### config.mk
export PLATFORM = sky130hd
export DESIGN_NAME = gn_axis_upsizer
export DESIGN_NICKNAME = d
export VERILOG_FILES = /design/src/rtl/gn_axis_pkg.sv /design/src/rtl/gn_axis_out_stage.sv /design/src/rtl/gn_axis_upsizer.sv
export SDC_FILE = /design/constraint.sdc
export NUM_CORES = 1
export LEC_CHECK = 0
export BUFFER_PORTS_ARGS = -buffer_cell sky130_fd_sc_hd__buf_2
export CAP_MARGIN = 15
export CORE_ASPECT_RATIO = 1.25
export CORE_MARGIN = 2
export CORE_UTILIZATION = 55
export CTS_CLUSTER_SIZE = 25
export DETAILED_ROUTE_END_ITERATION = 12
export PLACE_DENSITY_LB_ADDON = 0.25
export SYNTH_ARGS = -nofsm -noshare
export SYNTH_HDL_FRONTEND = slang
export SYNTH_SLANG_ARGS = --single-unit
### constraint.sdc
create_clock -name clk -period 2.8 [get_ports clk]
set_clock_uncertainty 0.2 [all_clocks]
set_input_delay 0.14 -clock clk [delete_from_list [all_inputs] [get_ports clk]]
set_output_delay 0.14 -clock clk [all_outputs]
set_load 0.05 [all_outputs]
### src/rtl/gn_axis_pkg.sv
// Shared helpers for the gn_axis width converters (upsizer and downsizer).
package gn_axis_pkg;

    localparam int unsigned GN_AXIS_DEF_RATIO = 4;

    // Lane counter type for the default 8-to-32 configuration.
    typedef logic [$clog2(GN_AXIS_DEF_RATIO)-1:0] gn_axis_cnt_t;

    function automatic int unsigned gn_axis_ratio(input int unsigned m, input int unsigned s);
        return (s == 0) ? 0 : m / s;
    endfunction

    function automatic int unsigned gn_axis_keep_w(input int unsigned m, input int unsigned s);
        return gn_axis_ratio(m, s);
    endfunction

    function automatic int unsigned gn_axis_cnt_w(input int unsigned r);
        return (r < 2) ? 1 : $clog2(r);
    endfunction

endpackage

### src/rtl/gn_axis_out_stage.sv
// Wide AXI4-Stream output register: load, hold-while-stalled, clear on handshake.
// Optional keep/last sideband when GN_AXIS_UPSIZER_TLAST_EN is defined.
module gn_axis_out_stage
    import gn_axis_pkg::*;
#(
    parameter int unsigned Width = 32
`ifdef GN_AXIS_UPSIZER_TLAST_EN
    ,
    parameter int unsigned KeepW = 4
`endif
) (
    input  logic             clk,
    input  logic             reset,
    input  logic             load_i,
    input  logic [Width-1:0] ld_data_i,
`ifdef GN_AXIS_UPSIZER_TLAST_EN
    input  logic [KeepW-1:0] ld_keep_i,
    input  logic             ld_last_i,
    output logic [KeepW-1:0] keep_o,
    output logic             last_o,
`endif
    input  logic             ready_i,
    output logic             valid_o,
    output logic [Width-1:0] data_o
);

    logic             valid_q, valid_d;
    logic [Width-1:0] data_q, data_d;
`ifdef GN_AXIS_UPSIZER_TLAST_EN
    logic [KeepW-1:0] keep_q, keep_d;
    logic             last_q, last_d;
`endif

    // A load in the same cycle as an output handshake replaces the word back-to-back.
    always_comb begin
        valid_d = valid_q;
        data_d  = data_q;
`ifdef GN_AXIS_UPSIZER_TLAST_EN
        keep_d  = keep_q;
        last_d  = last_q;
`endif
        if (load_i) begin
            valid_d = 1'b1;
            data_d  = ld_data_i;
`ifdef GN_AXIS_UPSIZER_TLAST_EN
            keep_d  = ld_keep_i;
            last_d  = ld_last_i;
`endif
        end else if (valid_q && ready_i) begin
            valid_d = 1'b0;
        end
    end

    always_ff @(posedge clk) begin
        if (reset) begin
            valid_q <= 1'b0;
            data_q  <= '0;
`ifdef GN_AXIS_UPSIZER_TLAST_EN
            keep_q  <= '0;
            last_q  <= 1'b0;
`endif
        end else begin
            valid_q <= valid_d;
            data_q  <= data_d;
`ifdef GN_AXIS_UPSIZER_TLAST_EN
            keep_q  <= keep_d;
            last_q  <= last_d;
`endif
        end
    end

    assign valid_o = valid_q;
    assign data_o  = data_q;
`ifdef GN_AXIS_UPSIZER_TLAST_EN
    assign keep_o  = keep_q;
    assign last_o  = last_q;
`endif

endmodule

### src/rtl/gn_axis_upsizer.sv
// AXI4-Stream narrow-to-wide packer, first beat in lane 0.
// Define GN_AXIS_UPSIZER_TLAST_EN for tlast/tkeep support (short final words).
module gn_axis_upsizer
    import gn_axis_pkg::*;
#(
    parameter int unsigned P_S_AXIS_DWIDTH = 8,
    parameter int unsigned P_M_AXIS_DWIDTH = 32
) (
    input  logic                                              clk,
    input  logic                                              reset,
    input  logic [P_S_AXIS_DWIDTH-1:0]                        s_axis_tdata,
    input  logic                                              s_axis_tvalid,
    output logic                                              s_axis_tready,
`ifdef GN_AXIS_UPSIZER_TLAST_EN
    input  logic                                              s_axis_tlast,
    output logic [gn_axis_keep_w(P_M_AXIS_DWIDTH, P_S_AXIS_DWIDTH)-1:0] m_axis_tkeep,
    output logic                                              m_axis_tlast,
`endif
    output logic [P_M_AXIS_DWIDTH-1:0]                        m_axis_tdata,
    output logic                                              m_axis_tvalid,
    input  logic                                              m_axis_tready
);

    localparam int unsigned S    = P_S_AXIS_DWIDTH;
    localparam int unsigned R    = gn_axis_ratio(P_M_AXIS_DWIDTH, P_S_AXIS_DWIDTH);
    localparam int unsigned CntW = gn_axis_cnt_w(R);
    localparam int unsigned AccW = (R < 2) ? S : S * (R - 1);

    typedef logic [CntW-1:0] cnt_t;
    localparam cnt_t CntMax = cnt_t'(R - 1);

    if ((S == 0) || (R < 2) || (R * S != P_M_AXIS_DWIDTH)) begin : g_param_check
        $fatal(1, "gn_axis_upsizer: master width must be an integer multiple >= 2 of slave width");
    end

    cnt_t                       cnt_q, cnt_d;
    logic [AccW-1:0]            acc_q, acc_d;
    logic [P_M_AXIS_DWIDTH-1:0] word;
    logic                       s_hs;
    logic                       complete;

    assign s_hs = s_axis_tvalid && s_axis_tready;

`ifdef GN_AXIS_UPSIZER_TLAST_EN
    logic [R-1:0] keep;

    // Any beat may complete a word, so the lane count cannot gate ready.
    assign s_axis_tready = !m_axis_tvalid || m_axis_tready;
    assign complete      = s_hs && ((cnt_q == CntMax) || s_axis_tlast);
`else
    assign s_axis_tready = (cnt_q != CntMax) || !m_axis_tvalid || m_axis_tready;
    assign complete      = s_hs && (cnt_q == CntMax);
`endif

    // Lanes above the completing beat are zero-filled so stale accumulator data never leaks.
    for (genvar i = 0; i < R; i++) begin : g_lane
        if (i < R - 1) begin : g_acc
            assign word[i*S +: S] = (cnt_q > cnt_t'(i))  ? acc_q[i*S +: S] :
                                    (cnt_q == cnt_t'(i)) ? s_axis_tdata    : '0;
        end else begin : g_top
            assign word[i*S +: S] = (cnt_q == CntMax) ? s_axis_tdata : '0;
        end
`ifdef GN_AXIS_UPSIZER_TLAST_EN
        assign keep[i] = (cnt_q >= cnt_t'(i));
`endif
    end

    always_comb begin
        cnt_d = cnt_q;
        acc_d = acc_q;
        if (s_hs) begin
            if (complete) begin
                cnt_d = '0;
            end else begin
                cnt_d = cnt_q + cnt_t'(1);
                acc_d[int'(cnt_q)*S +: S] = s_axis_tdata;
            end
        end
    end

    always_ff @(posedge clk) begin
        if (reset) begin
            cnt_q <= '0;
            acc_q <= '0;
        end else begin
            cnt_q <= cnt_d;
            acc_q <= acc_d;
        end
    end

    gn_axis_out_stage #(
        .Width     (P_M_AXIS_DWIDTH)
`ifdef GN_AXIS_UPSIZER_TLAST_EN
        ,
        .KeepW     (R)
`endif
    ) u_out_stage (
        .clk       (clk),
        .reset     (reset),
        .load_i    (complete),
        .ld_data_i (word),
`ifdef GN_AXIS_UPSIZER_TLAST_EN
        .ld_keep_i (keep),
        .ld_last_i (s_axis_tlast),
        .keep_o    (m_axis_tkeep),
        .last_o    (m_axis_tlast),
`endif
        .ready_i   (m_axis_tready),
        .valid_o   (m_axis_tvalid),
        .data_o    (m_axis_tdata)
    );

endmodule

==> impl_metrics.env, run 1 <==
export IMPL_fin_crit_sh_pct=82.1
export IMPL_setup_worst_path_end_class="flip-flop"
export IMPL_async_reset_ff_share_pct=0
export IMPL_ys_flop_type="dfxtp_1"
export IMPL_h_tree_depth=3
export IMPL_synth_edf_count=0
export IMPL_syn_area_mm2=0.00267
export IMPL_syn_inst=267
export IMPL_drc=0
export IMPL_drive_gt1_share_pct=26.8
export IMPL_worstReg2RegEnd="acc_q[11]$_SDFFE_PP0P_"
export IMPL_drt_wl_total_um=6260
export IMPL_syn_avg_cell_area_um2=10.0
export IMPL_placed_area_mm2=0.00287
export IMPL_initial_core_util_pct=56.8
export IMPL_nets=334
export IMPL_synth_simple_area_share_pct=16.0
export IMPL_ios=46
export IMPL_worstHoldStart="s_axis_tvalid"
export IMPL_crit_buf_inv=1
export IMPL_reg2reg_setup_slack_ns=0.50
export IMPL_worst_pin_slew_ns=0.658
export IMPL_critPathTopFamily="simple AND/OR/NAND/NOR gates"
export IMPL_fin_crit_ns=2.30
export IMPL_clock_fmax_mhz=435
export IMPL_first_iter_violations=120
export IMPL_dr_pass1_iters=4
export IMPL_ant_nets=0
export IMPL_critPathLaunchType="flip-flop"
export IMPL_grt_pass1_vias=2048
export IMPL_setup_viol=0
export IMPL_postLayoutCoreUtil_pct=67.0
export IMPL_dp_slack_ns=0.531
export IMPL_power_uw=1820
export IMPL_dp_hpwl_um=4290
export IMPL_worstPathCellList="inv_1, ha_1, nor4bb_2, and3_1, a22o_1"
export IMPL_cts_clk_slew_worst_paths_ns=0.06
export IMPL_cts_repair_resized=0
export IMPL_synth_top_family_by_area="compound AO/OA/AOI/OAI gates"
export IMPL_path_max_fanout=13
export IMPL_setup_tns_final_ns=0
export IMPL_wl_per_cell_um=16.4
export IMPL_synth_nets=285
export IMPL_fin_ws_ns=0.502
export IMPL_path_class="reg2reg"
export IMPL_die_w_um=66.3
export IMPL_yosysSeqAreaShare_pct=44.3
export IMPL_portBuffers=45
export IMPL_synthAdderAreaFrac_pct=2.81
export IMPL_cp_depth=5
export IMPL_vias=2224
export IMPL_outcome="finished clean"
export IMPL_hold_path_class="in2reg"
export IMPL_ys_seq_elements=59
export IMPL_cts_num_sinks=59
export IMPL_crit_slowest_cell="dfxtp_1"
export IMPL_maxCapViolCount=0
export IMPL_r2r_start="cnt_q[1]$_SDFFE_PP0N_"
export IMPL_track_usage_pct=25.5
export IMPL_worstPathArrival_ns=2.37
export IMPL_die_h_um=81.9
export IMPL_fillers=405
export IMPL_rsz0062_at_grt="no"
export IMPL_ys_types=34
export IMPL_coreArea_mm2=0.00469
export IMPL_hold_path_depth=4
export IMPL_antenna_found_initial=0
export IMPL_grt_max_degree=34
export IMPL_synth_compound_area_share_pct=27.5
export IMPL_yosysWarnings=0
export IMPL_area_delta_synth_final_pct=17.8
export IMPL_place_congestion=0.838
export IMPL_ir_worst_vdd_v=0.000416
export IMPL_fin_area_mm2=0.00314
export IMPL_row_count=28
export IMPL_overflow=0
export IMPL_grt_pass1_wl_um=10300
export IMPL_avgViaCountPerCell=5.84
export IMPL_reg2reg_depth=5
export IMPL_yosys_area_share_xor_xnor_pct=0
export IMPL_cp_required_ns=2.88
export IMPL_ctsLongestPathBuffers=2
export IMPL_worstSkewPairLatency_ns=0.34
export IMPL_cts_tree="done"
export IMPL_root_buffer="clkbuf_8"
export IMPL_slowest_delay_ns=0.60
export IMPL_cts_buffers=9
export IMPL_power_density_mw_per_mm2=579
export IMPL_synthMuxAreaShare_pct=3.00
export IMPL_final_max_slew_viol_count=0
export IMPL_p_leak_uw=0.00123
export IMPL_hold_end="cnt_q[0]$_SDFFE_PP0N_"
export IMPL_dieArea_mm2=0.00543
export IMPL_hold_violations=0
export IMPL_diodes=0
export IMPL_maxSlewHeadroom_pct=56.1
[cell usage in the layout (no fill, tap or decap), types with 5 or more instances in the layout]
cell type / instances
dlygate4sd3_1: 8
inv_1: 5
a311oi_2: 11
a22o_1: 14
nand3_1: 8
nand2_1: 26
a21oi_1: 35
a211oi_1: 8
dfxtp_1: 59
buf_2: 45
o21ai_0: 10
mux2i_1: 8
ha_1: 6
o2bb2ai_1: 7
clkbuf_8: 10
a311oi_1: 5
buf_4: 7
nand3b_1: 16
nor2b_1: 7
[per-layer routing]
metal	track usage (%)	share of wire, %	vias to the layer above
li1	-	-	1085
met1	31.4	42	1063
met2	42.0	51	64
met3	5.34	5.1	12
met4	12.4	2.2	0
met5	0	0	-
[synthesized netlist by cell type (3+ instances only)]
cell        n  area (um2)
a311oi_1    5        43.8
a21oi_2     3        26.3
o2bb2ai_1   7        61.3
nand2_1    26        97.6
a311oi_2   11         165
buf_6       4        45.0
buf_2       7        35.0
dfxtp_1    59        1180
inv_1       5        18.8
nor2b_1     7        43.8
a21oi_1    35         175
a22o_1     14         123
ha_1        6        75.1
a211oi_1    8        60.1
o21ai_0    10        50.1
nor2_1      3        11.3
clkbuf_1    6        22.5
nand2b_1    3        18.8
mux2i_1     8        80.1
nand3_1     8        40.0
nand3b_1   16         120
[cells by family (layout without fill, tap and decap cells)]
kind of cell / after synthesis / count (layout)
DFF: 59 / 59
AOI/OAI and AO/OA: 96 / 96
buffers and inverters: 27 / 81
muxes: 8 / 8
and+or+nand+nor: 71 / 71
adders and majority gates: 6 / 6
[timing repair]
item | in CTS | in global routing
hold endpoints to repair | 32 | 0
setup endpoints to repair | 0 | 0
hold buffers | 8 | 0
buffers inserted | 0 | 0
[where the power goes]
group	internal (uW)	switching (uW)	leakage [uW]	total, uW
Combinational	67.6	119	0.000653	187
Clock	430	338	0.0000991	768
Sequential	854	12.3	0.000476	866
[flip-flops by register name, summed over array words and instances (netlist names)]
register             cells
u_out_stage.valid_o      1
u_out_stage.data_o      32
acc_q                   24
cnt_q                    2
[worst register-to-register path: cells and delay by family, from the launching register on]
family,cells,cell delay [ns]
simple gates,2,0.67
compound gates,1,0.21
flops,1,0.60
fa+ha+maj,1,0.39
buf+inv,1,0.16
[area by class of cell]
class	instances	area, um2	area share (%)
multi-input combinational	181	1320	41.9
sequential	59	1180	37.6
timing repair buffer	60	358	11.4
clock buffer	11	141	4.50
tap	60	75.1	2.39
clock inverter	5	52.6	1.67
inverter	5	18.8	0.597
[worst max-delay path by stage]
| stage | from | end | slack, ns |
|---|---|---|---|
| 2_1_floorplan | cnt_q[1]$_SDFFE_PP0N_ | acc_q[10]$_SDFFE_PP0P_ | 0.71 |
| 6_report | cnt_q[1]$_SDFFE_PP0N_ | acc_q[11]$_SDFFE_PP0P_ | 0.50 |
| 3_3_place_gp | cnt_q[1]$_SDFFE_PP0N_ | u_out_stage.data_o[13]$_SDFFE_PP0P_ | 0.66 |
| 3_5_place_dp | cnt_q[1]$_SDFFE_PP0N_ | acc_q[11]$_SDFFE_PP0P_ | 0.53 |
| 4_1_cts | cnt_q[1]$_SDFFE_PP0N_ | acc_q[11]$_SDFFE_PP0P_ | 0.51 |
| 5_1_grt | cnt_q[1]$_SDFFE_PP0N_ | acc_q[11]$_SDFFE_PP0P_ | 0.34 |
[metrics by stage]
stage | hold WS, ns | instances
global route | 0.0414 | 381
CTS | 0.0228 | 381
floorplan | 0.0852 | 267
detailed placement | 0.247 | 357
finish | 0.0282 | 381
global placement | 0.248 | 357
(Power assumes the default switching activity.)
==> run 2: changes to the inputs <==
--- a/config.mk
+++ b/config.mk
@@ -5,11 +5,12 @@
 export SDC_FILE = /design/constraint.sdc
 export NUM_CORES = 1
 export LEC_CHECK = 0
+export ABC_AREA = 1
 export BUFFER_PORTS_ARGS = -buffer_cell sky130_fd_sc_hd__buf_2
 export CAP_MARGIN = 15
 export CORE_ASPECT_RATIO = 1.25
 export CORE_MARGIN = 2
-export CORE_UTILIZATION = 55
+export CORE_UTILIZATION = 51
 export CTS_CLUSTER_SIZE = 25
 export DETAILED_ROUTE_END_ITERATION = 12
 export PLACE_DENSITY_LB_ADDON = 0.25
==> constraint.sdc (replaced) <==
create_clock -name clk -period 2.1 [get_ports clk]
set_clock_uncertainty 0.2 [all_clocks]
set_input_delay 0.105 -clock clk [delete_from_list [all_inputs] [get_ports clk]]
set_output_delay 0.105 -clock clk [all_outputs]
set_load 0.05 [all_outputs]
==> run 2 against run 1 <==
Effect of this change:
- clock-buffer cell count did not move
- area after synthesis rose by 14%
- sequential cell count did not move
- via count rose by 33%
- setup slack got worse by 0.34 ns
- first-iteration DRC count rose by 51%
- utilization fell by 3.3 points
- final cell count rose by 55%
- power rose by 56%
- critical path type unchanged
==> impl_metrics.env, run 2 <==
export IMPL_fin_crit_sh_pct=92.0
export IMPL_grt_max_degree=58
export IMPL_yosysMostFrequentCell="nand2_1"
export IMPL_yosysSeqAreaShare_pct=39.0
export IMPL_portBuffers=45
export IMPL_cts_buffers=9
export IMPL_ir_worst_vdd_v=0.000542
export IMPL_ios=46
export IMPL_dpl_cell_count=557
export IMPL_area_delta_synth_final_pct=21.5
export IMPL_syn_area_mm2=0.00303
export IMPL_yosysWarnings=0
export IMPL_drc=0
export IMPL_layout_common_cells="135 x nand2_1, 82 x nor2_1, 61 x inv_1"
export IMPL_synth_common_cells="135 x nand2_1, 83 x nor2_1, 61 x inv_1"
export IMPL_dieArea_mm2=0.00658
export IMPL_setup_viol=0
export IMPL_dp_hpwl_um=4560
export IMPL_antenna_found_initial=0
export IMPL_worstSkewPairLatency_ns=0.35
export IMPL_wl_per_cell_um=12.4
export IMPL_ant_nets=0
export IMPL_synth_edf_count=0
export IMPL_clock_fmax_mhz=517
export IMPL_vias=2959
export IMPL_yosysTopAreaCell="dfxtp_1"
export IMPL_hold_violations=0
export IMPL_dr_pass1_iters=4
export IMPL_cts_clk_slew_worst_paths_ns=0.07
export IMPL_row_count=31
export IMPL_first_iter_violations=181
export IMPL_overflow=0
export IMPL_diodes=0
export IMPL_rsz0062_at_grt="no"
export IMPL_maxSlewHeadroom_pct=51.6
export IMPL_coreArea_mm2=0.00578
export IMPL_synth_area_leaders="dfxtp_1 39%, nand2_1 17%, nor2_1 10%, inv_1 7.6%, nand3_1 4.0%"
export IMPL_avgViaCountPerCell=5.01
export IMPL_path_max_fanout=9
export IMPL_worst_pin_slew_ns=0.725
export IMPL_root_buffer="clkbuf_8"
export IMPL_nets=538
export IMPL_cts_tree="done"
export IMPL_cts_num_sinks=59
export IMPL_setup_worst_path_end_class="flip-flop"
export IMPL_power_density_mw_per_mm2=772
export IMPL_ctsLongestPathBuffers=2
export IMPL_worstPathArrival_ns=2.02
export IMPL_final_max_slew_viol_count=0
export IMPL_layout_commonest_cell="nand2_1"
export IMPL_die_w_um=72.9
export IMPL_outcome="finished clean"
export IMPL_async_reset_ff_share_pct=0
export IMPL_h_tree_depth=3
export IMPL_drive_gt1_share_pct=17.7
export IMPL_syn_avg_cell_area_um2=6.56
export IMPL_hold_path_class="in2reg"
export IMPL_track_usage_pct=24.1
export IMPL_cp_required_ns=2.19
export IMPL_drt_wl_total_um=7310
export IMPL_ys_types=22
export IMPL_syn_inst=462
export IMPL_fin_crit_ns=1.93
export IMPL_ys_seq_elements=59
export IMPL_critPathLaunchType="flip-flop"
export IMPL_p_leak_uw=0.00193
export IMPL_setup_tns_final_ns=0
export IMPL_ys_flop_type="dfxtp_1"
export IMPL_grt_pass1_vias=2859
export IMPL_slowest_delay_ns=0.60
export IMPL_initial_core_util_pct=52.4
export IMPL_place_congestion=0.775
export IMPL_maxCapViolCount=0
export IMPL_worstPathCellList="ha_4, buf_4, nand4_1, dlygate4sd3_1, a21oi_2"
export IMPL_cts_setup_buffers=0
export IMPL_synth_nets=480
export IMPL_path_class="reg2reg"
export IMPL_crit_slowest_cell="dlygate4sd3_1"
export IMPL_die_h_um=90.2
export IMPL_grt_pass1_wl_um=12500
export IMPL_largest_register_ffs=32
export IMPL_instances_no_fill=591
export IMPL_yosysTopAreaCellShare_pct=39.0
run 2: cell count changes after synthesis, moves of 9 or more:
cell / before / now
nor2_1: 3 / 83
nand3b_1: 16 / 0
inv_1: 5 / 61
a22o_1: 14 / 0
o21ai_1: 0 / 9
nand3_1: 8 / 24
a311oi_2: 11 / 0
nand2_1: 26 / 135
nand4_1: 0 / 9
a21oi_1: 35 / 13
run 2: layer usage:
layer / track usage [%] / share of wire [%] / routed length, um / vias up
met4: 11.3 / 3.7 / 267 / 0
met2: 37.5 / 47 / 3420 / 75
met3: 5.72 / 5.9 / 431 / 25
met5: 0 / 0 / 0 / -
met1: 31.0 / 44 / 3200 / 1346
li1: - / - / - / 1513
run 2: cells by family (layout without fill, tap and decap cells):
group	Yosys count	in the layout	synth area share, %
AOI/OAI and AO/OA	35	35	6.40
adders and majority gates	6	6	2.48
buffers and inverters	89	152	13.0
DFF	59	59	39.0
and+or+nand+nor	273	273	39.2
run 2: worst max-delay path, delay by kind of cell (launching register included):
family	cells	cell delay [ns]
buffers and inverters	2	0.77
adder cells (fa/ha/maj)	1	0.22
AND/OR/NAND/NOR	1	0.12
flip-flops	1	0.43
AO/OA/AOI/OAI	1	0.13
run 2: path summary, 6_finish.rpt:
| kind | start | end | slack [ns] | cells past startpoint |
|---|---|---|---|---|
| hold reg to reg | u_out_stage.data_o[29]$_SDFFE_PP0P_ | u_out_stage.data_o[29]$_SDFFE_PP0P_ | 0.26 | 2 |
| setup / recovery | cnt_q[0]$_SDFFE_PP0N_ | u_out_stage.data_o[30]$_SDFFE_PP0P_ | 0.17 | 5 |
| hold / removal | s_axis_tvalid | cnt_q[1]$_SDFFE_PP0N_ | 0.08 | 5 |
| setup reg to reg | cnt_q[0]$_SDFFE_PP0N_ | u_out_stage.data_o[30]$_SDFFE_PP0P_ | 0.17 | 5 |
run 2: power by group:
group	switching (uW)	total (uW)	leakage [uW]	internal, uW
clock	457	1270	0.000123	817
sequential	19.5	1170	0.000478	1150
combinational	275	394	0.00133	120
run 2: timing repair:
action                     in CTS  in global routing
hold buffers                   18                  0
hold endpoints to repair       17                  0
gates resized for setup         0                  3
setup endpoints to repair       0                  8
run 2: area by class of cell:
cell class	instances	area [um2]
clock buffers	11	141
clock inverters	5	100
fillers	527	2100
inverters	67	254
multi-input cells	314	1470
flip-flops and latches	59	1180
well taps	66	82.6
repair buffers	69	450
run 2: metrics by stage:
| step | instance area, um2 | hold WS, ns | total power (uW) | setup WS, ns | utilization [%] |
|---|---|---|---|---|---|
| finish | 3680 | 0.0753 | 2840 | 0.167 | 63.7 |
| global route | 3680 | 0.103 | 2960 | 0.0456 | 63.7 |
| CTS | 3660 | 0.0523 | 2850 | 0.0709 | 63.4 |
| detailed placement | 3240 | 0.252 | 1570 | 0.279 | 56.1 |
| global placement | 3240 | 0.250 | 1560 | 0.342 | 56.1 |
| floorplan | 3030 | 0.0770 | 1480 | 0.199 | - |
